**config.mk**
```make
export PLATFORM = sky130hd
export DESIGN_NAME = cache_tag_lookup
export DESIGN_NICKNAME = d
export VERILOG_FILES = /design/src/rtl/cache_tag_lookup.sv
export SDC_FILE = /design/constraint.sdc
export NUM_CORES = 2
export LEC_CHECK = 0
export BUFFER_PORTS_ARGS = -buffer_cell sky130_fd_sc_hd__buf_4
export CAP_MARGIN = 0
export CORE_MARGIN = 5
export CORE_UTILIZATION = 46
export DETAILED_ROUTE_END_ITERATION = 6
export GPL_ROUTABILITY_DRIVEN = 0
export PLACE_DENSITY = 0.64
export SYNTH_ARGS = -nofsm -noshare
export SYNTH_HDL_FRONTEND = slang
export SYNTH_HIERARCHICAL = 1
export SYNTH_SLANG_ARGS = --single-unit
```
**constraint.sdc**
```tcl
create_clock -name clk -period 7 [get_ports clk]
set_input_delay 0.35 -clock clk [delete_from_list [all_inputs] [get_ports clk]]
set_output_delay 0.35 -clock clk [all_outputs]
set_load 0.01 [all_outputs]
```
**src/rtl/cache_tag_lookup.sv**
```systemverilog
// 16-set, 4-way tag lookup with a two-stage request/response pipeline.
// Fills and invalidates write the arrays directly; lookups never see same-edge writes.

module cache_tag_way_cmp #(
  parameter int TW = 26
) (
  input  logic          vld,
  input  logic [TW-1:0] way_tag,
  input  logic [TW-1:0] look_tag,
  output logic          match,
  output logic          empty
);
  assign match = vld && (&(~(way_tag ^ look_tag)));
  assign empty = !vld;
endmodule

module cache_tag_lookup #(
  parameter int TW = 26
) (
  input  logic          clk,
  input  logic          rst_n,
  input  logic          req_valid,
  input  logic [TW+5:0] req_addr,
  output logic          req_ready,
  output logic          resp_valid,
  input  logic          resp_ready,
  output logic          resp_hit,
  output logic [1:0]    resp_way,
  output logic [1:0]    resp_victim,
  output logic [3:0]    resp_index,
  output logic [TW-1:0] resp_tag,
  input  logic          fill_en,
  input  logic [3:0]    fill_index,
  input  logic [1:0]    fill_way,
  input  logic [TW-1:0] fill_tag,
  input  logic          inv_all
);
  localparam int SETS = 16;
  localparam int WAYS = 4;

  logic [SETS-1:0][WAYS-1:0][TW-1:0] tag_arr;
  logic [SETS-1:0][WAYS-1:0]         vld_arr;
  logic [SETS-1:0][1:0]              rr_ptr;

  logic          s1_valid;
  logic [TW+5:2] s1_addr;
  logic [3:0]    s1_idx;
  logic [TW-1:0] s1_tag;
  logic          adv;

  logic [WAYS-1:0] match;
  logic [WAYS-1:0] empty;
  logic            hit;
  logic [1:0]      way_sel;
  logic [1:0]      victim;

  // Byte offset never affects the lookup.
  logic unused_offset;
  assign unused_offset = ^req_addr[1:0];

  assign adv       = !resp_valid || resp_ready;
  assign req_ready = adv;
  assign s1_idx    = s1_addr[5:2];
  assign s1_tag    = s1_addr[TW+5:6];

  for (genvar w = 0; w < WAYS; w++) begin : g_way
    cache_tag_way_cmp #(.TW(TW)) u_cmp (
      .vld     (vld_arr[s1_idx][w]),
      .way_tag (tag_arr[s1_idx][w]),
      .look_tag(s1_tag),
      .match   (match[w]),
      .empty   (empty[w])
    );
  end

  // Descending scan so the lowest-numbered way has the last word.
  always_comb begin
    hit     = |match;
    way_sel = 2'd0;
    victim  = rr_ptr[s1_idx];
    for (int w = WAYS-1; w >= 0; w--) begin
      if (match[w]) way_sel = 2'(w);
      if (empty[w]) victim  = 2'(w);
    end
  end

  always_ff @(posedge clk) begin
    if (!rst_n) begin
      s1_valid    <= 1'b0;
      s1_addr     <= '0;
      resp_valid  <= 1'b0;
      resp_hit    <= 1'b0;
      resp_way    <= 2'd0;
      resp_victim <= 2'd0;
      resp_index  <= 4'd0;
      resp_tag    <= '0;
    end else if (adv) begin
      s1_valid    <= req_valid;
      s1_addr     <= req_addr[TW+5:2];
      resp_valid  <= s1_valid;
      resp_hit    <= hit;
      resp_way    <= way_sel;
      resp_victim <= victim;
      resp_index  <= s1_idx;
      resp_tag    <= s1_tag;
    end
  end

  // Array maintenance ignores pipeline stalls; inv_all drops a concurrent fill.
  always_ff @(posedge clk) begin
    if (!rst_n || inv_all) begin
      vld_arr <= '0;
      rr_ptr  <= '0;
    end else if (fill_en) begin
      vld_arr[fill_index][fill_way] <= 1'b1;
      rr_ptr[fill_index]            <= rr_ptr[fill_index] + 2'd1;
    end
  end

  always_ff @(posedge clk) begin
    if (rst_n && fill_en && !inv_all)
      tag_arr[fill_index][fill_way] <= fill_tag;
  end
endmodule

```
# Yosys cells after proc, flatten, opt, wreduce, memory -nomap -nowiden
# Index checks and enable logic that the tools add are counted.
dict set report word_totals {
  reg_bits 1827
  elab_cells 165
  out_inout_bits 37
  in_bits 70
}
dict set report classes {
  order_cmp 5
  add_sub_neg 1
  muxes 28
  bitwise_logic 9
  n_reduce_logical 18
}
# operator count
set op_table {}
lappend op_table {{1664-bit bitwise mux} 1}
lappend op_table {{104-bit binary-select mux with 4-bit select} 1}
lappend op_table {{104-bit demux with 4-bit select} 1}
lappend op_table {{104-bit 2-to-1 mux} 2}
lappend op_table {{26-bit inverter} 4}
lappend op_table {{26-bit AND reduction} 4}
lappend op_table {{26-bit bitwise XOR} 4}
lappend op_table {{64-bit OR} 1}
lappend op_table {{26-bit demux with 2-bit select} 1}
lappend op_table {{32-bit bitwise mux} 1}
lappend op_table {{26-bit 2-to-1 mux} 1}
lappend op_table {{2-bit 2-to-1 mux} 11}
lappend op_table {{2-bit binary-select mux with 4-bit select} 2}
lappend op_table {{4-bit binary-select mux with 4-bit select} 1}
lappend op_table {{4-bit demux with 4-bit select} 1}
lappend op_table {{4-bit by 5-bit < comparator with 1-bit output (second input constant)} 2}
lappend op_table {{2-bit demux with 4-bit select} 1}
lappend op_table {{1-bit logical AND} 8}
lappend op_table {{4-bit 2-to-1 mux} 2}
lappend op_table {{4-bit by 1-bit greater-or-equal comparator with 1-bit output (second input constant)} 1}
lappend op_table {{4-bit OR reduction} 1}
lappend op_table {{1-bit zero test} 3}
lappend op_table {{2-bit by 3-bit < comparator with 1-bit output (second input constant)} 1}
lappend op_table {{2-bit by 1-bit adder with 2-bit output (second input constant)} 1}
lappend op_table {{other kinds (4)} 5}

# Depth between registers and ports, before layout
dict set report logic_depth {
  word_depth 10
  mapped_depth 13
  depth_no_buf 10
}

# Modules after synthesis
# Netlist, hierarchy kept.
# module seq_area_each_um2 cells_each n_inst area_each_um2
set by_module_without_submodules {}
lappend by_module_without_submodules {cache_tag_lookup 53231.1 3032 1 68936.1}
lappend by_module_without_submodules {cache_tag_way_cmp 0.0 36 4 292.8}

# Worst setup path after synthesis
# No wires, ideal clock.
dict set report synth_path {
  path_kind {register -> register}
  from {reg s1_addr[3] in the netlist's numbering}
  to {reg resp_way[0]}
  stages_incl_launch_ff 13
  path_buffers 3
  setup_ns 0.070
  slack_ns 3.685
  synth_period_minus_slack_ns 3.315
  arrival_time_ns 3.244
  t_required_ns 6.930
  cell_sequence {dfxtp_1 buf_2 buf_2 clkbuf_1 mux4_2 mux4_2 xor2_1 nor4_1 nand4_1 nor4_2 a21oi_1 or3_1 a21oi_1}
}
dict set report synth_via {
  elab_cells_between_ends 24
  cone_classes {8 x mux; 8 x bitwise; 8 x reduce/logical}
}
# item line
set synth_rtl {}
lappend synth_rtl {{start, declared} 46} ;# logic [TW+5:2] s1_addr;
lappend synth_rtl {{start signal, assigned} 99} ;# s1_addr <= req_addr[TW+5:2];
lappend synth_rtl {{104-bit binary-select mux with 4-bit select} 69} ;# .way_tag (tag_arr[s1_idx][w]),
lappend synth_rtl {{104-bit 2-to-1 mux (not written as such)} 69}
lappend synth_rtl {{26-bit bitwise XOR} 13} ;# assign match = vld && (&(~(way_tag ^ look_tag)));
lappend synth_rtl {{26-bit inverter} 13}
lappend synth_rtl {{26-bit AND reduction} 13}
lappend synth_rtl {{1-bit logical AND *} 13}
lappend synth_rtl {{named net match[1]} 51} ;# logic [WAYS-1:0] match;
lappend synth_rtl {{2-bit 2-to-1 mux * (2 in a row)} 82} ;# if (match[w]) way_sel = 2'(w);
lappend synth_rtl {{end signal, assigned} 102} ;# resp_way <= way_sel;
lappend synth_rtl {{end, declared} 28} ;# output logic [1:0] resp_way,
# The timed path passes the listed nets; every way through them passes the cells marked *. The select of a mux whose other input is x is not followed.
# A chain may end at the register's enable or synchronous reset.

# Final worst setup path
dict set report layout_path {
  from {reg s1_addr[2] in the netlist's numbering}
  to {reg resp_way[1]}
}
dict set report layout_via {
  elab_cells_between_ends 24
  cone_classes {8 x mux; 8 x bitwise; 8 x reduce/logical}
}
# item line
set layout_rtl {}
lappend layout_rtl {{104-bit binary-select mux with 4-bit select} 69}
lappend layout_rtl {{104-bit 2-to-1 mux (not written as such)} 69}
lappend layout_rtl {{26-bit bitwise XOR} 13}
lappend layout_rtl {{26-bit inverter} 13}
lappend layout_rtl {{26-bit AND reduction} 13}
lappend layout_rtl {{1-bit logical AND *} 13}
lappend layout_rtl {{named net match[2]} 51}
lappend layout_rtl {{2-bit 2-to-1 mux * (3 in a row)} 82}
# Marked as above.

==> run metrics <==
number of post-CTS setup repair buffers 0; DRC violations left 0; clock latency at the later pin of the worst-skew pair 810 ps; peak supply drop 0.000177 V; overall fraction of global-route tracks in use 21.6%; CTS tree yes; proportion of synthesized chip area in sequential cells 75.9%; pin count of the biggest net entering global routing 93; root buffer selected by CTS clkbuf_16; fraction of final layout cells sized beyond drive strength 1 30.6%; DR pass1 iterations 5; Max transition margin 13.0%; syn avg cell area 22.1 µm²; critical-path maximum fanout 26; Clock Skew 21.4 ps; total CTS buffers 179; Least-Margin Pin Slew 1300 ps; share of synthesized flip-flops with an asynchronous set or reset 0%; vias per std cell 5.95; global-route wire length before repair 247 mm; count of distinct cell types in the synthesized netlist 41; Final Setup Violations 0; result of the run finished, final reports clean; Warnings, synthesis 6; Period Utilization, post-route 76.4%; max_cap viols 0; category of the worst setup path launch point flip-flop; Core Area 152000 µm²; wire length per cell after detailed routing 31.0 µm; die span in y 400 µm; post-synthesis to final-layout area growth 14.6%; final hold viol count 0; Period minus WS final 5350 ps; clock sink count 1827; antenna violations before repair 15; final max-slew violation count 0; post-synth top area share 71.3%; sum of negative setup slack 0 ps; count of input and output buffers 104; largest area contributor in the synthesized netlist edfxtp_1; die area 160000 µm²; vias in the first global route 33.7k; H-tree depth 4; clock transition time at the flip-flop clock pins of the worst setup and hold paths 60 ps; Highest Clock Rate 187 MHz; Detailed Route WL 175 mm; post-synthesis instance area 70100 µm²; Mapped Nets 3246; leakage dissipation 25.3 nW; I/O Pins 107; count of vias placed by the detailed router 33.6k; HPWL after detailed placement 89.7 mm; Iter 0 DRT Violations 3857; Fillers 11.7k; setup repair after global routing missed its margin no; antenna viol nets, final 0; flops & latches, synth 1827; placed instance count 5260; Layout Nets 3518; Power per Cell Area 281 nW/µm²; class of the tightest hold or removal check input pin to flip-flop; Die Width 400 µm; initial cell density of the core 46.2%; classification of the worst setup path flip-flop to flip-flop; arrival time at the worst endpoint 6080 ps; Req. time, crit path 7730 ps; cells after synthesis 3176; sum of overflow across all layers after global routing 0; Worst setup EP type flip-flop; number of enable flip-flop cells after synthesis 1664; number of placement rows 143; Clock Tree Buf Depth 3; Layout Cells excl Fill 5640; most common flop cell mapped by yosys edfxtp_1; biggest area contributors in the synthesized netlist edfxtp_1, mux4_2, dfxtp_1, xor2_1, nand2_1
[cell families (layout without fill, tap and decap cells)]
kind of cell | count (synthesis) | count (layout) | share of synthesized area, %
and+or+nand+nor | 334 | 334 | 2.16
DFF | 1827 | 1827 | 75.9
xor gates and xnor gates | 136 | 136 | 1.70
buffers and inverters | 179 | 602 | 1.23
other | 0 | 11 | 0
AOI/OAI and AO/OA | 141 | 141 | 1.26
muxes | 559 | 559 | 17.7
[through the flow]
step	hold WS, ps	util (%)	setup WS [ps]	power [mW]	instance area [µm²]
CTS	34.7	52.9	1770	22.8	80300
detailed placement	433	48.9	1810	13.4	74200
floorplan	421	-	3690	12.9	70100
finish	92.2	52.9	1650	22.6	80300
global route	91.5	52.9	1630	23.3	80300
global placement	427	48.9	1800	13.4	74200
[cell usage after synthesis, types with 4 or more instances]
cell / number
buf_6: 12
nor2_1: 101
and3_1: 4
buf_1: 9
xor2_1: 79
nand4_1: 22
nor4_1: 17
nor2b_1: 6
mux2i_1: 12
inv_1: 7
mux4_2: 546
buf_2: 31
buf_4: 17
nor3_1: 5
nor4_2: 4
dfxtp_1: 163
xnor2_1: 57
nand3_1: 13
nand2_1: 142
a21o_1: 64
a21oi_1: 70
nor3b_1: 4
edfxtp_1: 1664
clkbuf_1: 102
[report_power, final]
group	internal (mW)	total [mW]	switching, mW
Sequential	11.9	12.0	0.0666
Clock	5.41	9.40	3.99
Combinational	0.513	1.19	0.681
Total	17.9	22.6	4.74
[placed cells by master (no fill, tap or decap), types with 4 or more instances in the layout]
master	count
nand3_1	13
nor3_1	5
edfxtp_1	1664
mux2i_1	12
inv_6	10
buf_12	14
bufinv_16	14
dfxtp_4	4
clkinvlp_4	4
nor2_1	37
xor2_1	79
inv_1	6
diode_2	11
buf_4	211
nor4_1	17
nor2b_1	4
dlygate4sd3_1	37
clkinv_1	28
clkbuf_8	12
nor2_4	64
xnor2_1	57
mux4_2	546
nand2_1	142
clkbuf_1	50
nor4_2	4
nor3b_1	4
nand4_1	22
a21o_1	64
a21oi_1	70
clkbuf_16	181
and3_1	4
clkinv_2	30
dfxtp_1	159
[registers in the layout, indices dropped and copies added, names as in the netlist]
name	count
tag_arr	1664
vld_arr	64
rr_ptr	32
s1_addr	30
resp_tag	26
resp_index	4
resp_victim	2
resp_way	2
resp_hit	1
resp_valid	1
s1_valid	1
[cell type report]
cell class / count / area (µm²) / share of cell area [%]
sequential: 1827 / 53200 / 66.3
multi-input combinational: 1170 / 16500 / 20.6
clock buffer: 243 / 4880 / 6.08
tap: 2030 / 2540 / 3.16
timing repair buffer: 262 / 2230 / 2.78
clock inverter: 89 / 846 / 1.05
inverter: 8 / 30.0 / 0.0374
antenna: 11 / 27.5 / 0.0343
[timing repair]
item	CTS	global route
hold buffers	37	0
endpoints found under the setup margin	0	0
gates resized for setup	0	0
hold endpoints to repair	50	0
[metal layers]
metal	global-route usage, %	share of wire, %	vias to the layer above
li1	-	-	13800
met1	30.2	40	18100
met2	33.9	48	1430
met3	5.95	9.3	249
met4	6.37	2.7	16
met5	0	0.061	-
[worst max-delay path: stages (launching register included)]
cell and delay (ps):
dfxtp_4 870, buf_4 380, mux4_2 540, mux4_2 490, xor2_1 150, nor4_1 700
nand4_1 300, nor4_2 1150, nor2_1 180, nor4_1 240, a21oi_1 70, nor2_1 120
[final timing paths]
kind | startpoint | end | slack, ps | cells after the start
max | s1_addr[2] | resp_way[1] | 1650 | 11
min | fill_index[2] | rr_ptr[1] | 90 | 4
max reg2reg | s1_addr[2] | resp_way[1] | 1650 | 11
min reg2reg | vld_arr[44] | vld_arr[44] | 440 | 1
No activity file was read; power rests on OpenSTA's default activity.
